===== src/rtl/stream_packet_arbiter.sv =====
// Packet-granular round-robin arbiter feeding one registered byte-count stream sink.
// A port that wins arbitration keeps the sink until its last beat is accepted.
module stream_packet_arbiter #(
    parameter int unsigned DATA_BYTES = 8,
    parameter int unsigned NUM_PORTS  = 4,
    localparam int unsigned DATA_BITS = DATA_BYTES * 8,
    localparam int unsigned CNT_BITS  = $clog2(DATA_BYTES),
    localparam int unsigned ID_BITS   = $clog2(NUM_PORTS)
) (
    input  logic                           clk,
    input  logic                           rst_n,
    input  logic [NUM_PORTS*DATA_BITS-1:0] in_data,
    input  logic [NUM_PORTS*CNT_BITS-1:0]  in_cnt,
    input  logic [NUM_PORTS-1:0]           in_last,
    input  logic [NUM_PORTS-1:0]           in_valid,
    output logic [NUM_PORTS-1:0]           in_ready,
    output logic [DATA_BITS-1:0]           out_data,
    output logic [CNT_BITS-1:0]            out_cnt,
    output logic                           out_last,
    output logic [ID_BITS-1:0]             out_id,
    output logic                           out_valid,
    input  logic                           out_ready
);

    localparam logic ST_ARB = 1'b0;
    localparam logic ST_PKT = 1'b1;

    logic                 state_q, state_d;
    logic [ID_BITS-1:0]   rr_q, rr_d;
    logic [ID_BITS-1:0]   grant_q, grant_d;

    logic [ID_BITS-1:0]   winner;
    logic                 found;
    logic [ID_BITS-1:0]   sel;
    logic [ID_BITS-1:0]   sel_next;
    logic                 sel_valid;
    logic                 stage_free;
    logic                 xfer;
    logic [DATA_BITS-1:0] sel_data;
    logic [CNT_BITS-1:0]  sel_cnt;
    logic                 sel_last;

    // Round-robin search for the first valid port starting at rr_q
    always_comb begin
        int unsigned idx;
        logic [ID_BITS-1:0] idx_id;
        found  = 1'b0;
        winner = rr_q;
        idx    = 0;
        idx_id = '0;
        for (int unsigned k = 0; k < NUM_PORTS; k++) begin
            idx = 32'(rr_q) + k;
            if (idx >= NUM_PORTS) begin
                idx = idx - NUM_PORTS;
            end
            idx_id = ID_BITS'(idx);
            if (!found && in_valid[idx_id]) begin
                found  = 1'b1;
                winner = idx_id;
            end
        end
    end

    // Select the serving port and derive handshakes; in_ready is held low during reset
    always_comb begin
        stage_free = !out_valid | out_ready;
        sel        = (state_q == ST_PKT) ? grant_q : winner;
        sel_valid  = (state_q == ST_PKT) ? in_valid[grant_q] : found;
        sel_next   = (sel == ID_BITS'(NUM_PORTS - 1)) ? '0 : sel + 1'b1;
        in_ready   = '0;
        if (rst_n && ((state_q == ST_PKT) || found)) begin
            in_ready[sel] = stage_free;
        end
        xfer = rst_n & sel_valid & stage_free;
    end

    // Mux the selected port's beat fields
    always_comb begin
        sel_data = '0;
        sel_cnt  = '0;
        sel_last = 1'b0;
        for (int unsigned p = 0; p < NUM_PORTS; p++) begin
            if (ID_BITS'(p) == sel) begin
                sel_data = in_data[p*DATA_BITS +: DATA_BITS];
                sel_cnt  = in_cnt[p*CNT_BITS +: CNT_BITS];
                sel_last = in_last[p];
            end
        end
    end

    // Ownership and round-robin pointer updates, driven by accepted beats only
    always_comb begin
        state_d = state_q;
        rr_d    = rr_q;
        grant_d = grant_q;
        if (xfer) begin
            if (sel_last) begin
                state_d = ST_ARB;
                rr_d    = sel_next;
            end else begin
                state_d = ST_PKT;
                grant_d = sel;
            end
        end
    end

    // Arbitration state registers
    always_ff @(posedge clk or negedge rst_n) begin
        if (!rst_n) begin
            state_q <= ST_ARB;
            rr_q    <= '0;
            grant_q <= '0;
        end else begin
            state_q <= state_d;
            rr_q    <= rr_d;
            grant_q <= grant_d;
        end
    end

    // Output stage: load on transfer, drain when the sink takes the beat
    always_ff @(posedge clk or negedge rst_n) begin
        if (!rst_n) begin
            out_valid <= 1'b0;
            out_data  <= '0;
            out_cnt   <= '0;
            out_last  <= 1'b0;
            out_id    <= '0;
        end else if (xfer) begin
            out_valid <= 1'b1;
            out_data  <= sel_data;
            out_cnt   <= sel_cnt;
            out_last  <= sel_last;
            out_id    <= sel;
        end else if (out_ready) begin
            out_valid <= 1'b0;
        end
    end

endmodule


===== config.mk =====
export PLATFORM = sky130hd
export DESIGN_NAME = stream_packet_arbiter
export DESIGN_NICKNAME = d
export VERILOG_FILES = /design/src/rtl/stream_packet_arbiter.sv
export SDC_FILE = /design/constraint.sdc
export NUM_CORES = 1
export LEC_CHECK = 0
export ABC_AREA = 1
export CAP_MARGIN = 20
export CELL_PAD_IN_SITES_DETAIL_PLACEMENT = 2
export CELL_PAD_IN_SITES_GLOBAL_PLACEMENT = 2
export CORE_UTILIZATION = 17
export CTS_CLUSTER_DIAMETER = 60
export DETAILED_ROUTE_END_ITERATION = 7
export PLACE_DENSITY = 0.82
export SLEW_MARGIN = 40
export SYNTH_ARGS = -nofsm -noshare
export SYNTH_HDL_FRONTEND = slang
export SYNTH_SLANG_ARGS = --single-unit

===== constraint.sdc =====
create_clock -name clk -period 3.58 [get_ports clk]
set_clock_uncertainty 0.2 [all_clocks]
set_input_delay 0.716 -clock clk [delete_from_list [all_inputs] [get_ports clk]]
set_output_delay 0.716 -clock clk [all_outputs]
set_load 0.03 [all_outputs]

==> reports/qor.yml, run 1 <==
layout-drive-gt1-share_pct: 8.94
holdWs_ps: 276
fp.dieW_um: 181
viasPerCell: 4.54
rr_endpoint: "rr_q[0]"
tightest_slew_ps: 693
gp_congestion: 0.809
p_per_area_mw_per_mm2: 1220
rsz0062_at_grt: "true"
p_leak_nw: 4.47
peakVddDrop_uv: 435
final_area_mm2: 0.0101
critPathTopFamily: "simple AND/OR/NAND/NOR gates"
path_common_cell: "nand2_1"
postCtsHoldBufs: 0
cp_slowest_cell: "dlygate4sd2_1"
worstSetupPathType: "in -> out"
vias: 7432
crit_start: "in_valid[0]"
rr_worst_depth: 21
worstPathCellList: "dlygate4sd2_1, nand2_1, nand2_1, nand2_1, nand2_1, nor2_4, nand3_2, nand2_2, nand2_2, a21oi_1, buf_4, ha_4, inv_4, nor3_2, buf_4"
start_kind: "primary input"
cts_sinks: 76
timing.critical_path.to: "in_ready[1]"
cts_tree: "yes"
total_power_mw: 12.3
io_pins: 354
slew_headroom_pct: 53.8
grt_pass1_vias: 8089
maxSlewViolCount: 0
status: "finished, final reports clean"
avgSynthCellArea_um2: 6.21
setup_tns_ps: 0
cts-root-buf: "clkbuf_16"
r2r_slack_ps: 290
required_ps: 2660
layout_setup_ws_ps: 69.7
wl_per_cell_um: 19.4
finalSetupViolations: 0
gr-total-overflow: 0
clk_pin_slew_worst_paths_ps: 70
initial_core_util_pct: 17.3
drt-initial-drc-count: 151
rows: 65
slowest_delay_ps: 250
netlist_area_mm2: 0.00543
pre_cts_slack_ps: -394
synth_seq_cells: 76
netlist_instances: 874
core_mm2: 0.0315
cp_num_cells: 15
critical_path_arrival_ps: 2590
finalHoldViolCount: 0
area_growth_pct: 86.6
use_met1_pct: 21.2
synth_warnings: 0
max_freq_ghz: 0.285
die_h_um: 181
crit_fanout: 5
dr.pass1.iters: 4
antenna_found_initial: 4
htreeDepth: 3
clk_latency_ps: 340
fin_util_pct: 32.2
dp.cells: 1614
use_met2_pct: 34.3
port_buffers: 353
placed_area_mm2: 0.00972
synth.distinct_cells: 23
period_needed_ps: 3510
cts_made_buffers: 9
n_fill_cell: 3725
grt_start_max_net_pins: 75
globalRoute.busiestLayer: "met2"
hpwl_um: 25000
drt-total-wl_um: 31700
worst_setup_path_end_kind: "primary output"
cts_max_path_buffers: 2
final_cells: 1636
design.die.area_mm2: 0.0327
nets: 1509
r2r_start: "rr_q[0]"
path_buf_inv: 4
hold_class: "in -> async"
track_usage_pct: 19.0
synth_nets: 1157
cap_violations: 0
groute.layer.met3.usage_pct: 5.38
drc_errors: 0
drtAntennaViolNets: 0
post-route-period-util_pct: 98.1
yosysSeqAreaShare_pct: 35.0
grt_pass1_wl_um: 47700
registers in the layout, summed over array words and instances, names as in the netlist:
| signal | count |
|---|---|
| state_q | 1 |
| out_data | 64 |
| out_cnt | 3 |
| grant_q | 2 |
| out_id | 2 |
| out_valid | 1 |
| out_last | 1 |
| rr_q | 2 |
placed cells by master (no fill, tap or decap), drive strengths merged, types with 3 or more instances in the layout:
master | Yosys | routed
nand2 | 397 | 397
diode | 0 | 4
inv | 18 | 19
dfrtp | 76 | 76
dlygate4sd2 | 0 | 3
buf | 28 | 62
clkbuf | 41 | 11
nor2 | 10 | 10
nand3 | 81 | 81
clkdlybuf4s50 | 0 | 344
o21ai | 141 | 141
a21oi | 71 | 71
nor3 | 3 | 3
ha | 4 | 4
kinds of logic (layout without fill, tap and decap cells):
family | count (synthesis) | after routing | synth area share, %
AO/OA/AOI/OAI | 213 | 213 | 19.7
adder cells (fa/ha/maj) | 4 | 4 | 0.921
buffers and inverters | 88 | 444 | 7.65
AND/OR/NAND/NOR | 493 | 493 | 36.7
other | 0 | 4 | 0
flip-flops | 76 | 76 | 35.0
cells in the mapped netlist:
cell type / n / area share, %
a21oi_1: 71 / 6.5
buf_1: 8 / 0.55
buf_2: 11 / 1.0
buf_6: 8 / 1.7
buf_8: 1 / 0.28
clkbuf_1: 41 / 2.8
clkinv_1: 1 / 0.069
dfrtp_1: 76 / 35
ha_1: 4 / 0.92
inv_1: 15 / 1.0
inv_2: 3 / 0.21
nand2_1: 394 / 27
nand2_2: 3 / 0.35
nand3_1: 80 / 7.4
nand3_2: 1 / 0.18
nand4_1: 1 / 0.12
nand4_4: 1 / 0.39
nor2_1: 9 / 0.62
nor2_4: 1 / 0.21
nor3_1: 3 / 0.28
o21ai_0: 140 / 13
o21ai_1: 1 / 0.092
o31ai_1: 1 / 0.14
how the worst min path moves through the flow:
stage,start,endpoint,cells past startpoint
4_1_cts,rst_n,out_valid,2
5_1_grt,rst_n,out_valid,2
2_1_floorplan,rst_n,grant_q[0],0
3_3_place_gp,out_data[37],out_data[37],2
6_report,rst_n,out_data[46],2
3_5_place_dp,out_data[26],out_data[26],2
report_power, final:
part | total (mW) | leakage [nW] | switching (mW) | internal [mW]
logic | 9.79 | 3.35 | 6.11 | 3.68
clock network | 1.03 | 0.158 | 0.385 | 0.645
registers | 1.51 | 0.963 | 0.238 | 1.27
routing by layer:
metal / vias to the layer above / share of wire [%]
li1: 3563 / -
met1: 3588 / 39
met2: 244 / 51
met3: 35 / 7.0
met4: 2 / 2.1
met5: - / 0.041
worst reg2reg max path: stages (launching register included):
cell and delay, ps:
dfrtp_1 420, buf_6 160, nand2_1 70, nand2_2 80
nand2_2 100, nand2_4 70, nor2_4 160, nand3_2 120
nand2_2 80, nand2_2 50, a21oi_1 140, buf_4 160
ha_4 170, buf_4 110, buf_4 140, a21oi_1 50
o31ai_1 200, o21ai_0 220, nor2_1 280, inv_1 100
nand2_1 70, nand2_1 50
cell type report:
type / count / area [um2] / area share (%)
Antenna cell: 4 / 10.0 / 0.0988
Clock buffer: 11 / 253 / 2.49
Clock inverter: 4 / 72.6 / 0.716
Inverter: 19 / 73.8 / 0.728
Multi-Input combinational cell: 710 / 3230 / 31.9
Sequential cell: 76 / 1900 / 18.8
Tap cell: 402 / 503 / 4.96
Timing Repair Buffer: 410 / 4090 / 40.4
repair_timing:
| action | CTS | global route |
|---|---|---|
| resized for setup | 12 | 15 |
| buffers inserted | 0 | 3 |
| pin swaps | 3 | 13 |
| endpoints found under the setup margin | 7 | 4 |
Power figures use the tool's default switching activity.
==> run 2, diff against run 1 <==
--- a/config.mk
+++ b/config.mk
@@ -9,10 +9,11 @@
 export CAP_MARGIN = 20
 export CELL_PAD_IN_SITES_DETAIL_PLACEMENT = 2
 export CELL_PAD_IN_SITES_GLOBAL_PLACEMENT = 2
-export CORE_UTILIZATION = 17
+export CORE_UTILIZATION = 30
 export CTS_CLUSTER_DIAMETER = 60
 export DETAILED_ROUTE_END_ITERATION = 7
-export PLACE_DENSITY = 0.82
+export DONT_BUFFER_PORTS = 1
+export PLACE_DENSITY = 0.81
 export SLEW_MARGIN = 40
 export SYNTH_ARGS = -nofsm -noshare
 export SYNTH_HDL_FRONTEND = slang
==> reports/qor.yml, run 2 (synthesis results as in run 1) <==
status: "finished, final reports clean"
hpwl_um: 17700
critPathTopFamily: "simple AND/OR/NAND/NOR gates"
hold_class: "in -> async"
worstSetupPathType: "reg -> out"
drc_errors: 0
final_cell_mix: "385 x nand2_1, 139 x o21ai_0, 79 x nand3_1, 74 x dfrtp_1, 70 x a21oi_1"
htreeDepth: 3
drt-total-wl_um: 23600
wl_per_cell_um: 21.9
antenna_found_initial: 3
finalHoldViolCount: 0
vias: 6031
dr.pass1.iters: 6
clk_pin_slew_worst_paths_ps: 60
max_freq_ghz: 0.290
start_kind: "flop"
placed_area_mm2: 0.00562
fp.dieW_um: 137
required_ps: 2660
rr_endpoint: "out_cnt[2]"
slowest_delay_ps: 450
cts-root-buf: "clkbuf_16"
r2r_start: "rr_q[0]"
gr-total-overflow: 0
clk_latency_ps: 330
grt_start_max_net_pins: 77
design.die.area_mm2: 0.0186
grt_pass1_wl_um: 34200
cts_tree: "yes"
io_pins: 354
setup_tns_ps: 0
dp.cells: 1054
gp_congestion: 0.820
final_common_cell: "nand2_1"
groute.layer.met3.usage_pct: 6.37
grt_pass1_vias: 6284
nets: 1127
cp_slowest_cell: "dfrtp_2"
worstPathCellList: "buf_6, nand2_1, nand2_1, nand2_1, nand2_4, nor2_4, nand3_2, nand2_2, nand2_2, a21oi_2, buf_4, ha_4, inv_1, nor3_2, buf_4"
cap_violations: 0
slew_headroom_pct: 59.8
cts_max_path_buffers: 2
path_buf_inv: 4
layout-drive-gt1-share_pct: 8.95
period_needed_ps: 3450
die_h_um: 137
final_cells: 1076
rr_worst_depth: 20
path_common_cell: "nand2_1"
use_met1_pct: 26.4
final_area_mm2: 0.00604
drtAntennaViolNets: 0
r2r_slack_ps: 330
viasPerCell: 5.61
maxSlewViolCount: 0
finalSetupViolations: 0
port_buffers: 0
track_usage_pct: 24.3
reg_top3: "out_data (64), out_cnt (3)"
area_growth_pct: 11.3
globalRoute.busiestLayer: "met2"
worst_setup_path_end_kind: "primary output"
cts_sinks: 76
largest-register: "out_data"
critical_path_arrival_ps: 2530
core_mm2: 0.0175
use_met2_pct: 43.7
tightest_slew_ps: 604
drt-initial-drc-count: 149
initial_core_util_pct: 31.1
rows: 48
crit_fanout: 7
cts_made_buffers: 9
post-route-period-util_pct: 96.4
largest_reg_flops: 64
-- run 2: cell count changes in the layout (fill, tap and decap cells not counted), sizes merged, moves of 2 or more --
cell / delta
buf: -34
dlygate4sd2: -3
diode: -2
clkdlybuf4s50: -344
-- run 2: metal layers --
layer  part of all wire, %  up-vias
met5                 0.055        -
met4                   3.2        2
met3                   8.0       46
met2                    51      264
met1                    38     2926
li1                      -     2793
-- run 2: repair_timing --
item / 4_1_cts / 5_1_grt
endpoints found under the setup margin: 3 / 8
hold buffers: 1 / 0
cloned: 0 / 0
pin swaps: 2 / 4
setup buffers: 2 / 1
resized for setup: 8 / 15
endpoints found under the hold margin: 76 / 0
-- run 2: worst max-delay path by stage --
stage           startpoint           to  slack [ps]  depth (start not counted)
2_1_floorplan  in_valid[1]  in_ready[1]         -80                         14
4_1_cts            rr_q[0]  in_ready[3]           5                         16
3_5_place_dp   in_valid[1]      rr_q[0]         -50                         20
3_3_place_gp   in_valid[1]      rr_q[0]         230                         20
5_1_grt            rr_q[0]  in_ready[2]         -30                         17
6_report           rr_q[0]  in_ready[3]         130                         15
-- run 2: stage by stage --
| stage | hold slack, ps | util [%] | setup WS [ps] |
|---|---|---|---|
| detailed placement | 225 | 32.1 | -49.9 |
| floorplan | 220 | - | -75.4 |
| global route | 102 | 34.6 | -29.5 |
| CTS | 94.5 | 34.3 | 4.71 |
| global placement | 226 | 32.1 | 226 |
| finish | 73.8 | 34.6 | 130 |
-- run 2: worst register-to-register path: cells and delay by family (launching register included) --
family | cells | cell delay (ps)
buf+inv | 4 | 810
fa+ha+maj | 1 | 210
flops | 1 | 450
compound gates | 3 | 480
simple gates | 12 | 1070
-- run 2: layout make-up --
class	count	area (um2)
Tap cell	225	282
Clock buffer	12	256
Timing Repair Buffer	28	263
Clock inverter	4	47.5
Fill cell	2200	11400
Antenna cell	2	5.00
Multi-Input combinational cell	710	3210
Sequential cell	76	1900
Inverter	19	76.3
Power of run 2 is not shown: default switching activity piles up to over one toggle a cycle in this logic, so the estimate is an artifact.
==> run 3, diff against run 2 <==
--- a/config.mk
+++ b/config.mk
@@ -13,6 +13,7 @@
 export CTS_CLUSTER_DIAMETER = 60
 export DETAILED_ROUTE_END_ITERATION = 7
 export DONT_BUFFER_PORTS = 1
+export GPL_ROUTABILITY_DRIVEN = 1
 export PLACE_DENSITY = 0.81
 export SLEW_MARGIN = 40
 export SYNTH_ARGS = -nofsm -noshare
==> results of run 3 <==
Same layout as run 2: the final DEF is identical, and so are final timing and power.
Power of run 3 is left out for the same reason.
